<file path="src/rtl/cache_write_buffer.sv">
// rtl/cache_write_buffer.sv - coalescing eviction write buffer draining dirty lines to memory
module cache_write_buffer #(
    parameter int ADDR_WIDTH   = 32,
    parameter int LINE_WIDTH   = 128,
    parameter int OFFSET_WIDTH = 4,
    parameter int DEPTH        = 4
) (
    input  logic                  clk,
    input  logic                  rst_n,
    input  logic                  write_buffer_en,
    input  logic [ADDR_WIDTH-1:0] addr_to_write_buffer,
    input  logic [LINE_WIDTH-1:0] data_to_write_buffer,
    output logic                  wb_full,
    output logic                  wb_empty,
    output logic                  wb_overflow,
    input  logic [ADDR_WIDTH-1:0] lookup_addr,
    output logic                  lookup_hit,
    output logic [LINE_WIDTH-1:0] lookup_data,
    output logic                  mem_wr_en,
    output logic [ADDR_WIDTH-1:0] mem_wr_addr,
    output logic [LINE_WIDTH-1:0] mem_wr_data,
    input  logic                  mem_wr_ready
);
    localparam int LINE_AW = ADDR_WIDTH - OFFSET_WIDTH;
    localparam int PTR_W   = $clog2(DEPTH);
    localparam int CNT_W   = PTR_W + 1;

    typedef enum logic {S_IDLE, S_REQ} state_t;

    logic [LINE_AW-1:0]    line_q [DEPTH];
    logic [LINE_WIDTH-1:0] data_q [DEPTH];
    logic [DEPTH-1:0]      valid_q;
    logic [PTR_W-1:0]      head_q, tail_q;
    logic [CNT_W-1:0]      count_q, count_d;
    state_t                state_q;
    logic                  mem_wr_en_q;
    logic [ADDR_WIDTH-1:0] mem_wr_addr_q;
    logic [LINE_WIDTH-1:0] mem_wr_data_q;
    logic                  overflow_q;

    logic [LINE_AW-1:0]    push_line, look_line;
    logic                  transfer, in_flight, full;
    logic                  coal_hit, do_coal, do_alloc, do_drop;
    logic [PTR_W-1:0]      coal_idx;
    logic [LINE_WIDTH-1:0] head_data;
    logic                  unused_offsets;

    assign push_line = addr_to_write_buffer[ADDR_WIDTH-1:OFFSET_WIDTH];
    assign look_line = lookup_addr[ADDR_WIDTH-1:OFFSET_WIDTH];
    assign unused_offsets = ^{addr_to_write_buffer[OFFSET_WIDTH-1:0], lookup_addr[OFFSET_WIDTH-1:0]};
    assign transfer  = mem_wr_en_q & mem_wr_ready;
    assign in_flight = (state_q == S_REQ);
    assign full      = (count_q == CNT_W'(DEPTH));

    // Find a pending (not in-flight) entry holding the pushed line
    always_comb begin
        coal_hit = 1'b0;
        coal_idx = '0;
        for (int i = 0; i < DEPTH; i++) begin
            if (valid_q[i] && line_q[i] == push_line && !(in_flight && PTR_W'(i) == head_q)) begin
                coal_hit = 1'b1;
                coal_idx = PTR_W'(i);
            end
        end
    end

    assign do_coal  = write_buffer_en & coal_hit;
    assign do_alloc = write_buffer_en & ~coal_hit & (~full | transfer);
    assign do_drop  = write_buffer_en & ~coal_hit & full & ~transfer;
    assign count_d  = count_q + CNT_W'(do_alloc) - CNT_W'(transfer);

    // Forward a same-edge coalesce into the head so the captured request carries the newest data
    assign head_data = (do_coal && coal_idx == head_q) ? data_to_write_buffer : data_q[head_q];

    // Refill lookup; a newer pending copy of a line beats the in-flight copy
    always_comb begin
        lookup_hit  = 1'b0;
        lookup_data = '0;
        if (in_flight && valid_q[head_q] && line_q[head_q] == look_line) begin
            lookup_hit  = 1'b1;
            lookup_data = data_q[head_q];
        end
        for (int i = 0; i < DEPTH; i++) begin
            if (valid_q[i] && line_q[i] == look_line && !(in_flight && PTR_W'(i) == head_q)) begin
                lookup_hit  = 1'b1;
                lookup_data = data_q[i];
            end
        end
    end

    // Line address/data storage: coalesce overwrites in place, allocation writes the tail
    always_ff @(posedge clk) begin
        if (do_coal) begin
            data_q[coal_idx] <= data_to_write_buffer;
        end
        if (do_alloc) begin
            line_q[tail_q] <= push_line;
            data_q[tail_q] <= data_to_write_buffer;
        end
    end

    // Queue bookkeeping, drain FSM with registered memory request, sticky overflow
    always_ff @(posedge clk or negedge rst_n) begin
        if (!rst_n) begin
            valid_q       <= '0;
            head_q        <= '0;
            tail_q        <= '0;
            count_q       <= '0;
            state_q       <= S_IDLE;
            mem_wr_en_q   <= 1'b0;
            mem_wr_addr_q <= '0;
            mem_wr_data_q <= '0;
            overflow_q    <= 1'b0;
        end else begin
            if (transfer) begin
                valid_q[head_q] <= 1'b0;
                head_q          <= head_q + 1'b1;
            end
            if (do_alloc) begin
                valid_q[tail_q] <= 1'b1;
                tail_q          <= tail_q + 1'b1;
            end
            count_q <= count_d;
            if (do_drop) begin
                overflow_q <= 1'b1;
            end
            case (state_q)
                S_IDLE: begin
                    if (count_q != '0) begin
                        state_q       <= S_REQ;
                        mem_wr_en_q   <= 1'b1;
                        mem_wr_addr_q <= {line_q[head_q], {OFFSET_WIDTH{1'b0}}};
                        mem_wr_data_q <= head_data;
                    end
                end
                S_REQ: begin
                    if (transfer) begin
                        state_q     <= S_IDLE;
                        mem_wr_en_q <= 1'b0;
                    end
                end
                default: state_q <= S_IDLE;
            endcase
        end
    end

    assign wb_full     = full;
    assign wb_empty    = (count_q == '0);
    assign wb_overflow = overflow_q;
    assign mem_wr_en   = mem_wr_en_q;
    assign mem_wr_addr = mem_wr_addr_q;
    assign mem_wr_data = mem_wr_data_q;
endmodule
</file>
<file path="config.mk">
export PLATFORM = sky130hd
export DESIGN_NAME = cache_write_buffer
export DESIGN_NICKNAME = d
export VERILOG_FILES = /design/src/rtl/cache_write_buffer.sv
export SDC_FILE = /design/constraint.sdc
export NUM_CORES = 1
export LEC_CHECK = 0
export CAP_MARGIN = 25
export CORE_AREA = 2 2 281 283
export CTS_CLUSTER_DIAMETER = 30
export CTS_CLUSTER_SIZE = 25
export DETAILED_ROUTE_END_ITERATION = 6
export DIE_AREA = 0 0 283 285
export PLACE_DENSITY = 0.73
export SETUP_SLACK_MARGIN = 0.02
export SYNTH_ARGS = -nofsm -noshare
export SYNTH_HDL_FRONTEND = slang
export SYNTH_SLANG_ARGS = --single-unit
</file>
<file path="constraint.sdc">
create_clock -name clk -period 12.65 [get_ports clk]
set_clock_uncertainty 0.05 [all_clocks]
set_input_delay 2.53 -clock clk [delete_from_list [all_inputs] [get_ports clk]]
set_output_delay 2.53 -clock clk [all_outputs]
set_load 0.01 [all_outputs]
</file>
Yosys cells after proc, flatten, opt, wreduce, memory -nomap -nowiden
Memories as Yosys holds them, arrays and structs flattened.
Index checks and enable logic that the tools add are counted.
{"block": "totals", "reg_bits": 170, "mem_bits_rw": 624, "input_bits": 196, "out_inout_bits": 293, "word_cells": 123, "n_memories": 2}
{"memory": "data_q", "depth": 4, "word_bits": 128, "rd": 5, "rd_clocked_by_memory_dff": 0, "wr": 1, "line_no": "31", "rtl": "logic [LINE_WIDTH-1:0] data_q [DEPTH];"}
{"memory": "line_q", "depth": 4, "word_bits": 28, "rd": 5, "rd_clocked_by_memory_dff": 0, "wr": 1, "line_no": "30", "rtl": "logic [LINE_AW-1:0] line_q [DEPTH];"}
{"block": "op_classes", "addsub": 4, "order_cmp": 4, "eq_ne": 16, "n_mux": 39, "bitwise_logic": 14, "n_reduce_logical": 35}
{"cell": "$mux W128", "n": 7}
{"cell": "$eq A28 B28 Y1", "n": 9}
{"cell": "$reduce_or A128 Y1", "n": 1}
{"cell": "$logic_and A1 B1 Y1", "n": 25}
{"cell": "$mux W1", "n": 22}
{"cell": "$mux W4", "n": 2}
{"cell": "$and A1 B1 Y1", "n": 6}
{"cell": "$lt A2 B3 Y1 const B", "n": 2}
{"cell": "$mux W2", "n": 3}
{"cell": "$add A2 B1 Y2 const B", "n": 2}
{"cell": "$and A4 B4 Y4", "n": 1}
{"cell": "$demux W1 S2", "n": 2}
{"cell": "$eq A2 B2 Y1 const A", "n": 2}
{"cell": "$ge A2 B1 Y1 const B", "n": 2}
{"cell": "$logic_not A1 Y1", "n": 4}
{"cell": "$not A1 Y1", "n": 4}
{"cell": "$not A4 Y4", "n": 1}
{"cell": "$or A4 B4 Y4", "n": 1}
{"cell": "$pmux W1 S2", "n": 2}
{"cell": "$reduce_and A2 Y1", "n": 2}
{"cell": "$add A3 B1 Y3", "n": 1}
{"cell": "$eq A3 B3 Y1 const B", "n": 1}
{"cell": "$logic_not A3 Y1", "n": 1}
{"cell": "$reduce_bool A3 Y1", "n": 1}
{"cell": "other kinds (8)", "n": 8}

Longest topological paths before layout
Gate-level depths: netlist (run 1).
{"block": "logic_depth", "word_depth": 15, "ltp_mapped": 19, "mapped_depth_nobuf": 14}

Worst setup path after synthesis (run 1)
No wires, ideal clock.
{"block": "synth_timing", "path_type": "input port to flip-flop", "startpoint": "input addr_to_write_buffer[4]", "endpoint": "memory data_q[0][0] (enable)", "setup_time_ps": 617, "arrival_ps": 9713, "t_required_ps": 11983, "path_slack_ps": 2270, "cell_stages": 9, "path_buffers": 2, "cell_sequence": "clkbuf_1 xnor2_1 nand4_1 or4_4 a2bb2o_4 buf_6 nor4_2 mux2_2 nor2_1"}
{"block": "synth_via", "elab_chain_cells": 14, "word_cells_on_any_way": 30, "classes_between": "eq/ne: 4; mux: 13; bitwise: 4; reduce/logical: 9"}
{"element": "start: declaration", "line_no": "11", "rtl": "input logic [ADDR_WIDTH-1:0] addr_to_write_buffer,"}
{"element": "$eq A28 B28 Y1", "line_no": "60", "rtl": "if (valid_q[i] && line_q[i] == push_line && !(in_flight && PTR_W'(i) == head_q)) begin"}
{"element": "$logic_and A1 B1 Y1 (2 in series)", "line_no": "60"}
{"element": "$mux W1 (4 in series)", "line_no": "60"}
{"element": "$not A1 Y1", "line_no": "68", "rtl": "assign do_alloc = write_buffer_en & ~coal_hit & (~full | transfer);"}
{"element": "$and A1 B1 Y1 (2 in series)", "line_no": "68"}
{"element": "$mux W1", "line_no": "96", "rtl": "if (do_alloc) begin"}
{"element": "$mux W1 (implied by the code)", "line_no": "98", "rtl": "data_q[tail_q] <= data_to_write_buffer;"}
{"element": "$reduce_or A128 Y1 (no source line)"}
{"element": "$mux W2 (no source line) / $mux W1 (equally long branches)"}
{"element": "end: declaration", "line_no": "31"}
Parallel ways exist; a longest one is shown, timed or not.

Worst setup path after layout (run 1)
{"block": "layout_timing", "startpoint": "input lookup_addr[31]", "endpoint": "output lookup_data[96]"}
{"block": "layout_via", "elab_chain_cells": 7, "word_cells_on_any_way": 19, "classes_between": "eq/ne: 5; mux: 5; reduce/logical: 9"}
{"element": "start: declaration", "line_no": "16", "rtl": "input logic [ADDR_WIDTH-1:0] lookup_addr,"}
{"element": "$eq A28 B28 Y1, on equally long branches", "line_no": "79, 84"}
{"element": "$logic_and A1 B1 Y1, on equally long branches", "line_no": "79, 84"}
{"element": "$mux W128 / $logic_and A1 B1 Y1 (equally long branches)", "line_no": "79, 84"}
{"element": "$mux W128 (3 in series)", "line_no": "84", "rtl": "if (valid_q[i] && line_q[i] == look_line && !(in_flight && PTR_W'(i) == head_q)) begin"}
{"element": "$mux W128 (*)", "line_no": "84"}
{"element": "end: declaration", "line_no": "18", "rtl": "output logic [LINE_WIDTH-1:0] lookup_data,"}
Every way passes the cells marked *; elsewhere a longest branch is shown, timed or not.

==> impl_results.md, run 1 <==
- Initial DRC Count: 2,867
- Slew headroom: 0.0782
- DRT Wirelength: 125,000 um
- Slowest CP cell: clkdlybuf4s50_1
- R2R Setup Slk: 6.94 ns
- Num CTS Buffers: 156
- Crit path max-delay family: buffers and inverters
- Synthesis-to-finish area growth: 28.8%
- Max-slew violations: 0
- Via count: 27,859
- Boundary pin count: 489
- Net Sw Power: between 3 and 4 mW
- Final hold vios: 0
- PortBufs: 476
- Reg2reg path depth: 12
- Period minus WS final: slightly above 10 ns
- Cts repair resizes: 0
- Hold_sp: valid_q[2]
- Maximum VDD drop: approximately 0.19 mV
- Hold Crit Class: reg2reg
- Synth cell types: 52
- Unrepaired setup endpoints after global routing: false
- Worst-path cell chain: clkdlybuf4s50_1 > xor2_1 > nor4_1 > nand4_1 > nor4_2 > buf_4 > nor2_4 > buf_4 > nand2_2 > buf_4 > o221ai_1 > clkdlybuf4s50_1
- CP Launch Type: input pin
- Setup crit end kind: primary output
- Worst slack at placement: 2.43 ns
- GRT busiest layer: met2
- Die width: around 280 um
- Worst-path clk slew: 0.06 ns
- Cell count after synthesis: approximately 2,800
- Critical path class: in2out
- Final ANT Viol Nets: 0
- Clock tree buffer depth: 3
- Sequential fraction of the synthesis area: 0.596
- Buffers & Inverters on Critical Path: 5
- EDFF count, synth: 624
- Critical R2R Capture: mem_wr_data[69]
- Clock tree from TritonCTS: built
- Fillers: 5,562
- DRC viols: 0
- Synth Warn #: 0
- Gr usage total: 0.304
- Router iterations before antenna repair: 7
- # Post-CTS Setup Buffers: 0
- Fmax: around 97 MHz
- Reg power frac: 0.344
- Antenna violations before repair: 18
- Hold Path Sink: valid_q[2]
- Global-route wire length before repair: ~180,000 um
- Grt met1 use: 0.394
- Fin crit share: 0.815
- PD cells: 229 nW/um2
- Met2 Track Usage GR: 0.495
- Core Box Area: between 70,000 and 80,000 um2
- Die Ht: roughly 290 um
- Initial Util: 0.495
- Internal cell power: 7.88 mW
- Row count: slightly above 100
- Worst-margin pin slew: 1.38 ns
- Met3 usage: 0.0612
- DR vias/cell: 6.27
- Vias in the first global route: 28,230
- Largest net degree at the start of global routing: just under 200
- Hold path depth: 1
- Yosys reg bits: 794
- Logic pwr share: 0.267
- Synth async-reset ratio: 0.214
- Die Footprint: 80,700 um2
- HPWL after detailed placement: 73,800 um
- Clk pwr share: 0.388
- Clk root buf: clkbuf_16
- Status: complete, no violations
- Net switching fraction of the power: 0.308
- Total gr overflow: 0
- Reg-to-reg startpoint: head_q[0]
- Fin worst setup slack: ~2.3 ns
- Share of layout cells above drive strength 1: 0.172
- CP peak stage delay: 0.71 ns
- Nets: 3,455
- WL/cell: approximately 28 um
- Total clock sinks: 794
- Mapped cell area: 38,600 um2
- Clk_lat worst skew: 0.74 ns
- # setup viols final: 0
- Routability cong.: between 0.9 and 1
- Htree depth: 4
- CP Data Required Time: 10.07 ns
- Arrival @ worst endpoint: 7.73 ns
- Mean Syn Cell Area: 13.7 um2
- Max_cap viols: 0
- Hold_buf cts: 0
- Leak: 18.2 nW
- Dominant synthesized flop cell: edfxtp_1
- Critical Path Fanout Max: 66
- Most common cell type on the critical path: buf_4
- Setup TNS Final: 0 ns
placed cells by master (no fill, tap or decap), drive strengths merged, types with 30 or more instances in the layout:
| master | synthesis | final |
|---|---|---|
| edfxtp | 624 | 624 |
| clkdlybuf4s50 | 0 | 475 |
| a21oi | 256 | 256 |
| nor2 | 207 | 207 |
| o21ai | 197 | 197 |
| clkbuf | 161 | 187 |
| dfrtp | 170 | 170 |
| mux4 | 157 | 157 |
| xnor2 | 156 | 156 |
| nand2 | 146 | 146 |
| mux2i | 130 | 130 |
| xor2 | 100 | 100 |
| and3 | 65 | 65 |
| o22ai | 65 | 65 |
| o221ai | 65 | 65 |
| a221oi | 64 | 64 |
| clkinv | 0 | 47 |
| nand4 | 43 | 43 |
| buf | 90 | 37 |
| nor4 | 30 | 30 |
synthesized netlist by cell type (50+ instances only):
cell type / instances / share of area
a21oi_1: 256 / 0.033
a221oi_2: 60 / 0.023
and3_1: 65 / 0.011
buf_2: 50 / 0.0065
clkbuf_1: 158 / 0.015
dfrtp_1: 170 / 0.11
edfxtp_1: 624 / 0.49
mux2i_1: 130 / 0.034
mux4_2: 157 / 0.092
nand2_1: 146 / 0.014
nor2_1: 207 / 0.020
o21ai_0: 187 / 0.024
o221ai_1: 64 / 0.015
o22ai_1: 64 / 0.010
xnor2_1: 155 / 0.035
xor2_1: 100 / 0.023
worst max-delay path by stage:
stage	start	to	slack [ns]	depth (start not counted)
after detailed placement	lookup_addr[31]	lookup_data[114]	2.43	12
after global routing	lookup_addr[31]	lookup_data[114]	2.27	12
after global placement	lookup_addr[23]	lookup_data[118]	2.41	12
after CTS	lookup_addr[31]	lookup_data[114]	2.42	12
after floorplan	addr_to_write_buffer[4]	data_q[0][0]	2.27	9
final	lookup_addr[31]	lookup_data[96]	2.34	12
power by group through the flow:
stage                     sequential, mW  combinational (mW)  clock [mW]
after detailed placement            3.96                3.03           0
after CTS                           3.92                3.06        4.46
after global placement              3.91                2.98           0
after floorplan                     3.96                1.77           0
final                               3.92                3.04        4.42
after global routing                3.99                3.24        4.60
metrics by stage:
| stage | hold WS, ns | power (mW) | util | std cells | area (um2) |
|---|---|---|---|---|---|
| floorplan | 0.410 | 5.73 | - | 2829 | 38600 |
| global placement | 0.422 | 6.88 | 0.563 | 4139 | 43900 |
| detailed placement | 0.444 | 6.98 | 0.563 | 4140 | 43900 |
| CTS | 0.461 | 11.4 | 0.637 | 4429 | 49700 |
| global route | 0.482 | 11.8 | 0.638 | 4443 | 49700 |
| finish | 0.459 | 11.4 | 0.638 | 4444 | 49700 |
kinds of logic (layout without fill, tap and decap cells):
group                      after synthesis  count (layout)  share of synthesized area
xor gates and xnor gates               256             256                     0.0583
DFF                                    794             794                      0.596
and+or+nand+nor                        528             528                     0.0636
adders and majority gates               10              10                    0.00344
buffers and inverters                  259             810                     0.0332
AOI/OAI and AO/OA                      662             662                      0.112
muxes                                  316             316                      0.134
other                                    1              18                  0.0000971
worst reg2reg max path, stage by stage, from the launching register on:
cell and delay [ns]:
dfrtp_4 0.83, inv_1 0.22, ha_1 0.27, a21boi_1 0.52
nand2_1 0.12, nor4_1 0.71, a211oi_1 0.23, o21a_1 0.25
o221ai_4 0.16, buf_4 0.80, buf_4 0.82, mux2i_1 0.50
a21oi_1 0.11
layout make-up:
type,count,area [um2],area share
Antenna cell,14,35.0,0.000705
Clock buffer,186,4200,0.0844
Clock inverter,103,1580,0.0317
Inverter,8,30.0,0.000604
Multi-Input combinational cell,1776,14400,0.290
Sequential cell,794,23000,0.463
Tap cell,1050,1310,0.0264
Timing Repair Buffer,513,5140,0.103
per-layer routing:
metal,routed length (um),vias up
li1,-,11795
met1,47100,14177
met2,61400,1591
met3,10700,288
met4,5490,8
met5,53,-
state kept, by name, summed over array words and instances (netlist names):
| register | count |
|---|---|
| in_flight | 1 |
| mem_wr_data | 128 |
| tail_q | 2 |
| line_q | 112 |
| mem_wr_addr | 28 |
| head_q | 2 |
| mem_wr_en | 1 |
| count_q | 3 |
| valid_q | 4 |
| data_q | 512 |
| wb_overflow | 1 |
Power figures use the tool's default switching activity.
==> run 2: changes to the inputs <==
Settings changed: PLACE_DENSITY 0.73 to 0.76.
Clock period 12.65 ns to 9.3 ns, I/O delays scaled along.
==> run 2 against run 1 <==
  * Sequential share of layout area up 0.14 points
  * Cell count up 0.36%
  * Utilization down 0.19 points
  * Critical endpoint is now lookup_data[72]
  * Combinational power up 37%
  * Sequential cell count unchanged
  * Via count up 0.11%
  * Clock power up 30%
  * Total power up 33%
  * Register-to-register slack worse by 2.9 ns
  * Non-clock buffer count up 5
  * Worst setup slack worse by 1.2 ns
==> impl_results.md, run 2 (synthesized netlist as in run 1, its figures left out) <==
- Max_cap viols: 0
- Htree depth: 4
- Status: complete, no violations
- Slew headroom: 0.234
- Via count: 27,890
- Clock tree from TritonCTS: built
- Leak: 18.1 nW
- PortBufs: 476
- R2R Setup Slk: a little over 4 ns
- Critical Path Fanout Max: 129
- Clk root buf: clkbuf_16
- Initial DRC Count: 2,674
- Synthesis-to-finish area growth: 28.4%
- CP Launch Type: input pin
- Die Footprint: 80,700 um2
- Antenna violations before repair: 17
- Hold_sp: wb_overflow
- Nets: 3,463
- Core Box Area: 78,000 um2
- Final hold vios: 0
- Vias in the first global route: 28,829
- Boundary pin count: slightly below 500
- CP Data Required Time: 7.39 ns
- Total gr overflow: 0
- DR vias/cell: between 6 and 7
- Global-route wire length before repair: 181,000 um
- HPWL after detailed placement: 72,900 um
- Fin worst setup slack: between 1 and 1.5 ns
- Gr usage total: 0.298
- Total clock sinks: 794
- Critical path class: in2out
- Clk_lat worst skew: 0.73 ns
- Fmax: 123 MHz
- Initial Util: 0.495
- Row count: 103
- Fillers: between 5,000 and 6,000
- Final ANT Viol Nets: 0
- # Post-CTS Setup Buffers: 0
- Routability cong.: 0.932
- Period minus WS final: 8.15 ns
- Die width: 283 um
- Fin crit share: 0.876
- WL/cell: roughly 27 um
- Arrival @ worst endpoint: around 6.2 ns
- Hold path depth: 1
- Clock tree buffer depth: 3
- Setup crit end kind: primary output
- Router iterations before antenna repair: 7
- # setup viols final: 0
- Worst slack at placement: 1.29 ns
- Reg2reg path depth: 12
- Hold_buf cts: 0
- Worst-margin pin slew: 1.15 ns
- Largest net degree at the start of global routing: 193
- Reg-to-reg startpoint: head_q[1]
- Most flops, register: data_q
- Critical R2R Capture: mem_wr_data[125]
- Most common cell after layout, fill and taps aside: edfxtp_1
- Max reg flops: just over 500
- Unrepaired setup endpoints after global routing: false
- Worst-path clk slew: 0.04 ns
- Max-slew violations: 0
- Power Total: 15.2 mW
- Most frequent cells in the layout: edfxtp_1, clkdlybuf4s50_1, a21oi_1, nor2_1, o21ai_0
- Die Ht: 285 um
- DRT Wirelength: 122,000 um
- Cts repair resizes: 0
- Num CTS Buffers: 159
- DRC viols: 0
- Hold Crit Class: reg2reg
- Share of layout cells above drive strength 1: 0.169
- Hold Path Sink: wb_overflow
- Maximum VDD drop: 0.210 mV
- PD cells: 307 nW/um2
run 2: changes by cell type in the layout (fill, tap and decap cells not counted), moves of 2 or more:
cell and delta:
inv_8 -2, clkinv_2 +12, clkbuf_1 +13, clkinv_4 -2, inv_6 -4, bufinv_16 -8, buf_12 +5, clkinv_8 +2
clkinv_1 +5, clkbuf_16 +6, clkinv_16 -5, diode_2 +3, clkbuf_8 -10
run 2: how the worst max path moves through the flow:
stage	start	end	slack, ns
detailed placement	lookup_addr[19]	lookup_data[115]	1.29
global placement	lookup_addr[19]	lookup_data[115]	1.29
floorplan	addr_to_write_buffer[4]	data_q[0][0]	-0.41
CTS	head_q[0]	lookup_data[2]	1.12
global route	lookup_addr[19]	lookup_data[72]	1.09
finish	lookup_addr[19]	lookup_data[72]	1.15
run 2: layout make-up:
| type | instances | area, um2 | area share |
|---|---|---|---|
| diodes | 17 | 42.5 | 0.000858 |
| multi-input cells | 1776 | 14400 | 0.291 |
| repair buffers | 518 | 5260 | 0.106 |
| inverters | 8 | 30.0 | 0.000606 |
| flip-flops and latches | 794 | 23000 | 0.464 |
| clock buffers | 195 | 4260 | 0.0859 |
| clock inverters | 102 | 1240 | 0.0250 |
| well taps | 1050 | 1310 | 0.0265 |
run 2: per-stage QoR:
step	cell area (um2)	utilization	setup TNS, ns	instances	hold WS (ns)
finish	49600	0.636	0	4460	0.410
detailed placement	44000	0.564	0	4144	0.402
global placement	43900	0.563	0	4142	0.403
global route	49600	0.636	0	4456	0.426
floorplan	38600	-	-157.78	2829	0.410
CTS	49500	0.635	0	4441	0.414
run 2: power breakdown:
group / internal (mW) / leakage (nW) / total (mW) / switching, mW
combinational: 1.96 / 7.93 / 4.15 / 2.19
sequential: 4.76 / 7.56 / 5.32 / 0.557
clock: 3.80 / 2.65 / 5.73 / 1.93
total: 10.5 / 18.1 / 15.2 / 4.68
run 2: per-layer routing:
layer	part of all wire	vias to the layer above	GRT usage	wire [um]
met3	0.092	280	0.0664	11200
met5	0.00030	-	0	37
li1	-	11818	-	-
met2	0.49	1612	0.486	59900
met1	0.38	14174	0.381	45800
met4	0.038	6	0.139	4640
run 2: critical path: stages:
cell,delay (ns)
clkdlybuf4s50_1,0.60
xor2_1,0.23
nor4_1,0.74
nand4_1,0.29
nor4_2,0.35
buf_12,0.65
nor2_4,0.08
nand2_2,0.17
buf_12,0.29
o221ai_1,0.21
clkdlybuf4s50_1,0.59
